==> src/rtl/color_index_encoder.sv <==
// color_index_encoder
//   Maps a 24-bit RGB pixel to the index of the nearest palette colour.
//   Nearest means smallest Manhattan distance |dR|+|dG|+|dB|.
//   The search checks one palette entry per clock:
//     RED, GREEN, BLUE, WHITE, BLACK (k = 0..4).
//   Ties go to the lowest k.
//   The palette indices use the 8-bit RGB332 VRAM colour byte encoding.
//   Optional feature macro: COLOR_ENC_CACHE_EN.
//     When defined, a 1-entry result cache lets a repeat of the last
//     searched pixel skip the search.
//
// Handshakes (both sides): a transfer occurs on a rising edge where valid
//   and ready are both 1. A producer holds valid and its payload steady
//   until that edge. out_index/out_dist/out_exact are stable while
//   out_valid=1. in_ready is high only in IDLE, so a new pixel is never
//   accepted on the same edge that a result is handed off.
module color_index_encoder #(
    parameter int NUM_COLORS = 5,
    parameter int IDX_W      = 8,
    parameter int DIST_W     = 10
) (
    input  logic              clk,
    input  logic              rst,
    input  logic              in_valid,
    output logic              in_ready,
    input  logic [23:0]       in_rgb,
    output logic              out_valid,
    input  logic              out_ready,
    output logic [IDX_W-1:0]  out_index,
    output logic [DIST_W-1:0] out_dist,
    output logic              out_exact,
    output logic [1:0]        dbg_state
);

    localparam logic [IDX_W-1:0] IDX_RED   = IDX_W'(8'hE0);
    localparam logic [IDX_W-1:0] IDX_GREEN = IDX_W'(8'h1C);
    localparam logic [IDX_W-1:0] IDX_BLUE  = IDX_W'(8'h03);
    localparam logic [IDX_W-1:0] IDX_WHITE = IDX_W'(8'hFF);
    localparam logic [IDX_W-1:0] IDX_BLACK = IDX_W'(8'h00);
    localparam logic [2:0]       K_LAST    = 3'(NUM_COLORS - 1);

    typedef enum logic [1:0] {
        IDLE   = 2'd0,
        SEARCH = 2'd1,
        DONE   = 2'd2
    } state_t;

    state_t             state, state_nxt;
    logic [2:0]         k;
    logic [23:0]        rgb_q;
    logic [DIST_W-1:0]  best_dist;
    logic [IDX_W-1:0]   best_idx;

    logic               accept;
    logic               handoff;
    logic               cache_hit;
    logic [23:0]        pal_rgb;
    logic [IDX_W-1:0]   pal_idx;
    logic [7:0]         dr, dg, db;
    logic [DIST_W-1:0]  d;
    logic               better;
    logic [DIST_W-1:0]  fin_dist;
    logic [IDX_W-1:0]   fin_idx;

`ifdef COLOR_ENC_CACHE_EN
    logic               cache_vld;
    logic [23:0]        cache_rgb;
    logic [IDX_W-1:0]   cache_idx;
    logic [DIST_W-1:0]  cache_dist;
`endif

    assign accept  = in_valid && (state == IDLE);
    assign handoff = out_ready && (state == DONE);

`ifdef COLOR_ENC_CACHE_EN
    assign cache_hit = cache_vld && (in_rgb == cache_rgb);
`else
    assign cache_hit = 1'b0;
`endif

    // Palette entry k: colour value and its VRAM index
    always_comb begin
        pal_rgb = 24'h000000;
        pal_idx = IDX_BLACK;
        case (k)
            3'd0:    begin pal_rgb = 24'hFF0000; pal_idx = IDX_RED;   end
            3'd1:    begin pal_rgb = 24'h00FF00; pal_idx = IDX_GREEN; end
            3'd2:    begin pal_rgb = 24'h0000FF; pal_idx = IDX_BLUE;  end
            3'd3:    begin pal_rgb = 24'hFFFFFF; pal_idx = IDX_WHITE; end
            default: begin pal_rgb = 24'h000000; pal_idx = IDX_BLACK; end
        endcase
    end

    // Manhattan distance of the latched pixel to entry k; strict-less compare keeps the lowest k on ties
    always_comb begin
        dr = (rgb_q[23:16] > pal_rgb[23:16]) ? rgb_q[23:16] - pal_rgb[23:16]
                                             : pal_rgb[23:16] - rgb_q[23:16];
        dg = (rgb_q[15:8] > pal_rgb[15:8]) ? rgb_q[15:8] - pal_rgb[15:8]
                                           : pal_rgb[15:8] - rgb_q[15:8];
        db = (rgb_q[7:0] > pal_rgb[7:0]) ? rgb_q[7:0] - pal_rgb[7:0]
                                         : pal_rgb[7:0] - rgb_q[7:0];
        d        = DIST_W'(dr) + DIST_W'(dg) + DIST_W'(db);
        better   = (d < best_dist);
        fin_dist = better ? d : best_dist;
        fin_idx  = better ? pal_idx : best_idx;
    end

    // State register
    always_ff @(posedge clk) begin
        if (rst) state <= IDLE;
        else     state <= state_nxt;
    end

    // Next-state logic
    always_comb begin
        state_nxt = state;
        case (state)
            IDLE:    if (accept)        state_nxt = cache_hit ? DONE : SEARCH;
            SEARCH:  if (k == K_LAST)   state_nxt = DONE;
            DONE:    if (handoff)       state_nxt = IDLE;
            default:                    state_nxt = IDLE;
        endcase
    end

    // Handshake outputs decoded from state
    always_comb begin
        in_ready  = (state == IDLE);
        out_valid = (state == DONE);
        dbg_state = state;
    end

    // Search datapath: latch pixel, step through the palette, publish the result
    always_ff @(posedge clk) begin
        if (rst) begin
            k         <= 3'd0;
            rgb_q     <= 24'h000000;
            best_dist <= '1;
            best_idx  <= IDX_BLACK;
            out_index <= IDX_BLACK;
            out_dist  <= '0;
            out_exact <= 1'b0;
        end else begin
            case (state)
                IDLE: begin
                    if (accept) begin
                        rgb_q     <= in_rgb;
                        best_dist <= '1;
                        k         <= 3'd0;
`ifdef COLOR_ENC_CACHE_EN
                        if (cache_hit) begin
                            out_index <= cache_idx;
                            out_dist  <= cache_dist;
                            out_exact <= (cache_dist == '0);
                        end
`endif
                    end
                end
                SEARCH: begin
                    best_dist <= fin_dist;
                    best_idx  <= fin_idx;
                    if (k == K_LAST) begin
                        k         <= 3'd0;
                        out_index <= fin_idx;
                        out_dist  <= fin_dist;
                        out_exact <= (fin_dist == '0);
                    end else begin
                        k <= k + 3'd1;
                    end
                end
                default: ;
            endcase
        end
    end

`ifdef COLOR_ENC_CACHE_EN
    // Remember the last searched pixel and its result
    always_ff @(posedge clk) begin
        if (rst) begin
            cache_vld  <= 1'b0;
            cache_rgb  <= 24'h000000;
            cache_idx  <= IDX_BLACK;
            cache_dist <= '0;
        end else if (state == SEARCH && k == K_LAST) begin
            cache_vld  <= 1'b1;
            cache_rgb  <= rgb_q;
            cache_idx  <= fin_idx;
            cache_dist <= fin_dist;
        end
    end
`endif

endmodule

==> config.mk <==
export PLATFORM = sky130hd
export DESIGN_NAME = color_index_encoder
export DESIGN_NICKNAME = d
export VERILOG_FILES = /design/src/rtl/color_index_encoder.sv
export SDC_FILE = /design/constraint.sdc
export NUM_CORES = 1
export LEC_CHECK = 0
export CORE_MARGIN = 10
export CORE_UTILIZATION = 45
export DETAILED_ROUTE_END_ITERATION = 16
export GPL_ROUTABILITY_DRIVEN = 0
export PLACE_DENSITY = 0.77
export SLEW_MARGIN = 20
export SYNTH_ARGS = -nofsm -noshare
export SYNTH_HDL_FRONTEND = slang
export SYNTH_SLANG_ARGS = --single-unit
==> constraint.sdc <==
create_clock -name clk -period 6.95 [get_ports clk]
set_input_delay 1.0425 -clock clk [delete_from_list [all_inputs] [get_ports clk]]
set_output_delay 1.0425 -clock clk [all_outputs]
set_load 0.01 [all_outputs]
==> metrics.yaml, run 1 <==
placement:
  dp_worst_setup_slack_ps: -37.0
  placed_cells: 835
  place_hpwl_um: 10700
  port_buffers: 50
timing:
  setup_ws_ps: 294
  fmaxAchievable_mhz: 150
  relSlewSlack: 0.342
  fin_crit_ps: 6660
  skew_ps: 5.45
  hold_viol_final: 0
  slew_violations: 0
  fin_crit_sh: 0.958
  tightest_slew_ps: 986
  setup_viol: 0
  tns_ps: 0
synthesis:
  synth_cell_type_count: 62
  yosys.area_share.xor_xnor: 0.0309
  avgSynthCellArea_um2: 8.19
  ys_seq_area_frac: 0.245
  synthAdderAreaFrac: 0.209
  synth_cells: 658
  ys_ff_latch: 66
  synthesis.area_mm2: 0.00539
  synth_top_family_by_area: "compound AO/OA/AOI/OAI gates"
  synth_edf_count: 0
  ys.flop_type: "dfxtp_1"
  synthMuxAreaShare: 0.0444
  async_reset_ff_frac: 0
  synth_compound_area_frac: 0.234
  synth_simple_gate_area_frac: 0.170
  synth_nets: 767
  yosysWarnings: 0
die:
  num_rows: 39
  start_util: 0.466
  ioPinCount: 51
  die_area_mm2: 0.0167
  die_y_um: 129
  core_mm2: 0.0116
  die_width_um: 129
pwr:
  seq_power_share: 0.165
  clkPwrFrac: 0.151
  ir_worst_vdd_mv: 0.223
  power_density_mw_per_mm2: 420
  pwr-share-comb: 0.685
  leakage_nw: 2.76
  power.switching_mw: 1.32
  power.internal_mw: 1.43
  switching_share: 0.480
clock_network:
  cts_tree: "yes"
  cts_root_buf: "clkbuf_16"
  clkSinkCount: 66
  cts_made_buffers: 9
  max-clock-path-buffers: 2
  clk_pin_slew_ps: 60
  clock_latency_ps: 340
  cts-htree-levels: 3
run_status:
  status: "finished, final reports clean"
setup_path:
  critical_path_required_ps: 7210
  slowest_stage: "fa_1"
  path_class: "reg2reg"
  path_max_fanout: 15
  cp.arrival_ps: 6910
  crit_path_start_kind: "flip-flop"
  cpPeakStageDelay_ps: 450
  endpoint_kind: "flip-flop"
finish:
  final_common_cell: "nand2_1"
  fin_nets: 832
  antennaDiodeCount: 0
  synthToLayoutAreaGrowth_pct: 21.6
  final_util: 0.566
  instances_no_fill: 870
  mostFrequentLayoutCells: "85 x nand2_1, 74 x a21oi_1, 64 x dfxtp_1, 63 x ha_1, 60 x inv_1"
  nFillCells: 989
  drive_gt1_frac: 0.139
routing:
  initialDrtViolationCount: 396
  dr.pass1.iters: 5
  wl_um: 14600
  drcViolationCount: 0
  vias_per_cell: 5.74
  vias: 4994
  wl_met2_um: 7030
  highest_layer: "met4"
  wl_met1_um: 6290
  wire_per_inst_um: 16.8
  ant_nets: 0
  wl_met3_um: 938
global_route:
  grt_max_degree: 52
  gr-total-overflow: 0
  grt_pass1_wl_um: 23900
  grt_util_all_layers: 0.173
  antenna_found_initial: 0
  grt_pass1_vias: 4993
run:
  drv_cap: 0
min_path:
  hold_class: "reg2reg"
==> cell type report <==
type	count	area [um2]	share of cell area
inverters	63	236	0.0361
well taps	143	179	0.0273
multi-input cells	501	3800	0.580
flip-flops and latches	66	1320	0.202
clock buffers	9	225	0.0344
clock inverters	6	43.8	0.00669
repair buffers	81	732	0.112
repair inverters	1	7.51	0.00115
==> kinds of logic after synthesis <==
kind of cell | Yosys count
AND/OR/NAND/NOR | 193
AO/OA/AOI/OAI | 186
buffers and inverters | 91
adder cells (fa/ha/maj) | 81
flip-flops | 66
multiplexers | 22
XOR/XNOR | 19
==> synth_stat cells, types with 4 or more instances <==
library cell / count / share of area
fa_1: 15 / 0.056
nand4_1: 7 / 0.0081
o211ai_1: 4 / 0.0056
a211oi_1: 4 / 0.0056
o21ai_0: 16 / 0.015
and2_1: 5 / 0.0058
a311oi_1: 9 / 0.015
xor2_1: 7 / 0.011
o22ai_1: 4 / 0.0046
o21a_1: 13 / 0.018
nor2_1: 27 / 0.019
clkbuf_1: 19 / 0.013
ha_1: 66 / 0.15
o21ai_1: 6 / 0.0056
a21oi_1: 78 / 0.072
buf_2: 6 / 0.0056
mux2_2: 15 / 0.031
mux2i_1: 7 / 0.013
xnor2_1: 12 / 0.020
inv_1: 63 / 0.044
a31oi_1: 5 / 0.0058
nand2_1: 85 / 0.059
or3_1: 10 / 0.012
a21o_1: 14 / 0.020
nor2b_1: 9 / 0.010
nand3_1: 11 / 0.010
dfxtp_1: 66 / 0.25
nor3_1: 18 / 0.017
==> power by group through the flow <==
stage                     Sequential (mW)  Combinational, mW  Clock [mW]
after global placement              0.457               1.64           0
after CTS                           0.451               1.73       0.424
after floorplan                     0.449               1.29           0
after global routing                0.456               2.09       0.442
final                               0.452               1.88       0.415
after detailed placement            0.459               1.72           0
==> path summary, 6_finish.rpt <==
path / start / to / slack [ps] / depth (start not counted)
hold reg to reg: out_index[5] / out_index[5] / 460 / 2
setup / recovery: k[2] / out_dist[6] / 290 / 29
hold / removal: out_index[5] / out_index[5] / 460 / 2
setup reg to reg: k[2] / out_dist[6] / 290 / 29
==> stage by stage <==
stage	power, mW	cell area (um2)	hold slack (ps)
3_5_place_dp	2.18	6030	445
4_1_cts	2.61	6310	462
5_1_grt	2.99	6550	475
6_report	2.75	6550	457
3_3_place_gp	2.10	6030	442
2_1_floorplan	1.74	5390	441
==> routing by layer <==
| layer | GRT usage | vias to the layer above |
|---|---|---|
| met3 | 0.0477 | 27 |
| met4 | 0.0827 | 0 |
| li1 | - | 2445 |
| met5 | 0 | - |
| met2 | 0.286 | 140 |
| met1 | 0.204 | 2382 |
==> state kept, by name, summed over array words and instances (netlist names) <==
| signal | cells |
|---|---|
| out_dist | 10 |
| k | 3 |
| best_dist | 10 |
| out_index | 8 |
| best_idx | 8 |
| dbg_state | 2 |
| out_exact | 1 |
| rgb_q | 24 |
==> what timing repair did <==
action | 4_1_cts | 5_1_grt
gates resized for setup | 3 | 22
setup endpoints to repair | 16 | 37
setup buffers | 0 | 19
hold buffers | 0 | 0
pin swaps | 0 | 5
cloned | 0 | 1
hold endpoints to repair | 0 | 0
==> critical path, delay by kind of cell, from the launching register on <==
family | cells | cell delay, ps
xor gates and xnor gates | 1 | 130
buffers and inverters | 6 | 880
muxes | 1 | 290
AOI/OAI and AO/OA | 10 | 1780
DFF | 1 | 330
adders and majority gates | 6 | 1870
and+or+nand+nor | 5 | 1260
No activity file was read; power rests on OpenSTA's default activity.
==> run 2: changes to the inputs <==
--- a/config.mk
+++ b/config.mk
@@ -5,11 +5,15 @@
 export SDC_FILE = /design/constraint.sdc
 export NUM_CORES = 1
 export LEC_CHECK = 0
+export ABC_AREA = 1
+export CELL_PAD_IN_SITES_DETAIL_PLACEMENT = 1
+export CELL_PAD_IN_SITES_GLOBAL_PLACEMENT = 2
 export CORE_MARGIN = 10
-export CORE_UTILIZATION = 45
+export CORE_UTILIZATION = 30
 export DETAILED_ROUTE_END_ITERATION = 16
 export GPL_ROUTABILITY_DRIVEN = 0
-export PLACE_DENSITY = 0.77
+export PLACE_DENSITY = 0.86
+export SETUP_SLACK_MARGIN = 0.15
 export SLEW_MARGIN = 20
 export SYNTH_ARGS = -nofsm -noshare
 export SYNTH_HDL_FRONTEND = slang
==> metrics.yaml, run 2 <==
run_status:
  status: "finished, final reports clean"
setup_path:
  rr_startpoint: "k[0]"
  cpPeakStageDelay_ps: 480  # +30 ps
  path_buf_inv: 2  # -4
  r2r-end: "out_exact"
  rrSetupSlack_ps: 610  # +320 ps
  cp.arrival_ps: 6600  # -310 ps
  cp-startpoint: "k[0]"
  endpoint_kind: "flip-flop"
  worstRegToRegCells: 29  # unchanged
  crit_path_start_kind: "flip-flop"
  slowest_stage: "ha_2"
  critical_path_required_ps: 7210  # about the same
  path_max_fanout: 10  # -5
  cp.depth: 29  # unchanged
  worst_path_dominant_cell_family: "adder cells"
  endpoint: "out_exact"
  path_class: "reg2reg"
finish:
  regMostFlops: "rgb_q"
  top_regs: "rgb_q x24, best_dist x10, out_dist x10"
  synthToLayoutAreaGrowth_pct: 19.5
  instances_no_fill: 1045  # +20%
  fin_nets: 920  # +11%
  antennaDiodeCount: 0  # unchanged
  multi_input_area_mm2: 0.00355  # -6.7%
  seqCellArea_mm2: 0.00132  # -0.19%
  mostFrequentLayoutCells: "138 x inv_1, 131 x nand2_1, 77 x a21oi_1, 77 x o21ai_0, 66 x dfxtp_1"
  largest_reg_flops: 24  # unchanged
  final_common_cell: "inv_1"
  nFillCells: 2303  # +130%
  drive_gt1_frac: 0.0748  # -0.0642
synthesis:
  yosysWarnings: 0  # unchanged
  synth_cells: 766  # +16%
  synthesis.area_mm2: 0.00550  # +2.1%
  ys.flop_type: "dfxtp_1"
  synthTopCellsByArea: "dfxtp_1 24%, ha_1 15%, inv_1 9.5%"
  async_reset_ff_frac: 0  # unchanged
  synth_top_area_frac: 0.240  # -0.00497
  synth_common_cells: "139 x inv_1, 131 x nand2_1, 77 x a21oi_1, 77 x o21ai_0"
  synth_cell_type_count: 37  # -40%
  ys_seq_area_frac: 0.240  # -0.00497
  synth_edf_count: 0  # unchanged
  avgSynthCellArea_um2: 7.18  # -12%
  yosysMostFrequentCell: "inv_1"
  yosys.area.top_type: "dfxtp_1"
  ys_ff_latch: 66  # unchanged
  synth_nets: 875  # +14%
timing:
  fmaxAchievable_mhz: 158  # +5.0%
  hold_viol_final: 0  # unchanged
  setup_viol: 0  # unchanged
  tightest_slew_ps: 843  # -143 ps
  relSlewSlack: 0.436  # +0.0938
  skew_ps: 6.93  # +1.48 ps
  slew_violations: 0  # unchanged
  fin_crit_sh: 0.912  # -0.0454
  rsz0062_at_grt: "no"
  tns_ps: 0  # unchanged
  fin_crit_ps: 6340  # -316 ps
global_route:
  grt_util_all_layers: 0.131  # -0.0424
  grt_pass1_wl_um: 26300  # +10%
  antenna_found_initial: 0  # unchanged
  grt_pass1_vias: 5305  # +6.2%
  grt_max_degree: 48  # -7.7%
  gr-total-overflow: 0  # unchanged
clock_network:
  clkSinkCount: 66  # unchanged
  cts-htree-levels: 3  # unchanged
  cts_root_buf: "clkbuf_16"
  clock_latency_ps: 340  # about the same
  clk_pin_slew_ps: 60  # about the same
  cts_tree: "yes"
  cts_made_buffers: 9  # unchanged
  max-clock-path-buffers: 2  # unchanged
die:
  die_width_um: 155  # +20%
  die_y_um: 155  # +20%
  ioPinCount: 51  # unchanged
  core_mm2: 0.0180  # +56%
  start_util: 0.305  # -0.161
  die_area_mm2: 0.0241  # +44%
  num_rows: 49  # +26%
pwr:
  power_density_mw_per_mm2: 496  # +18%
  pwr-share-comb: 0.714  # +0.029
  switching_share: 0.520  # +0.0404
  power.internal_mw: 1.57  # +9.4%
  clkPwrFrac: 0.153  # +0.002
  finalPower_mw: 3.26  # +19%
  power.switching_mw: 1.70  # +29%
  ir_worst_vdd_mv: 0.203  # -8.9%
  seq_power_share: 0.132  # -0.033
  leakage_nw: 3.21  # +16%
routing:
  dr.pass1.iters: 5  # unchanged
  ant_nets: 0  # unchanged
  wire_per_inst_um: 14.8  # -12%
  drcViolationCount: 0  # unchanged
  vias_per_cell: 4.81  # -16%
  vias: 5030  # +0.72%
  wl_um: 15400  # +5.9%
  initialDrtViolationCount: 172  # -57%
placement:
  port_buffers: 50  # unchanged
  placed_cells: 1025  # +23%
  place_hpwl_um: 12100  # +14%
min_path:
  hold_path.startpoint: "rgb_q[12]"
  worstHoldPathCells: 2  # unchanged
  hold_class: "reg2reg"
run:
  drv_cap: 0  # unchanged
==> run 2: cell count changes after synthesis, moves of 12 or more <==
cell     change
o21ai_0     +61
nor2_1      +17
inv_1       +76
o21a_1      -13
xor2_1      +14
nor3_1      -18
nand2_1     +46
a21o_1      -12
==> run 2: area by class of cell <==
cell class              instances  area share
multi-input cells             534       0.539
flip-flops and latches         66       0.201
repair buffers                 59      0.0864
clock buffers                  10      0.0348
clock inverters                 6      0.0137
well taps                     229      0.0436
inverters                     141      0.0811
==> run 2: how the worst min path moves through the flow <==
stage,endpoint
floorplan,best_dist[1]
global placement,best_dist[6]
detailed placement,best_dist[1]
CTS,best_dist[7]
global route,rgb_q[14]
finish,rgb_q[12]
==> run 2: per-layer routing <==
metal	vias to the layer above	global-route usage	wire (um)
met3	16	0.0243	386
li1	2576	-	-
met5	-	0	0
met2	50	0.221	7450
met4	0	0.0441	232
met1	2388	0.163	7370
==> run 2: logic make-up (layout without fill, tap and decap cells) <==
kind of cell / count (synthesis) / count (layout) / share of synthesized area
adders and majority gates: 81 / 81 / 0.205
muxes: 11 / 11 / 0.0223
DFF: 66 / 66 / 0.240
AOI/OAI and AO/OA: 191 / 191 / 0.193
buffers and inverters: 166 / 216 / 0.118
xor gates and xnor gates: 28 / 28 / 0.0446
and+or+nand+nor: 223 / 223 / 0.177
==> run 2: timing repair <==
| action | in CTS | in global routing |
|---|---|---|
| hold buffers | 0 | 0 |
| setup buffers | 0 | 4 |
| gates resized for setup | 0 | 5 |
| setup endpoints to repair | 0 | 25 |
==> run 2: stage by stage <==
stage                     hold slack (ps)  area (um2)  setup slack (ps)   util
final                                 487        6570               610  0.365
after global placement                468        6210               548  0.344
after detailed placement              473        6210               419  0.344
after global routing                  518        6570               139  0.365
after floorplan                       452        5500              1100      -
after CTS                             492        6530               250  0.362
==> run 2: power by group through the flow <==
stage / Sequential [mW] / Clock (mW) / Combinational, mW
2_1_floorplan: 0.434 / 0 / 1.75
3_3_place_gp: 0.439 / 0 / 2.24
3_5_place_dp: 0.440 / 0 / 2.27
4_1_cts: 0.432 / 0.516 / 2.33
5_1_grt: 0.436 / 0.530 / 2.67
6_report: 0.432 / 0.500 / 2.33
==> run 2: worst register-to-register path: cells and delay by family (launching register included) <==
family                     cells  cell delay (ps)
and+or+nand+nor               15             2140
DFF                            1              350
adders and majority gates      7             2380
muxes                          1              370
buffers and inverters          2              440
AOI/OAI and AO/OA              4              590
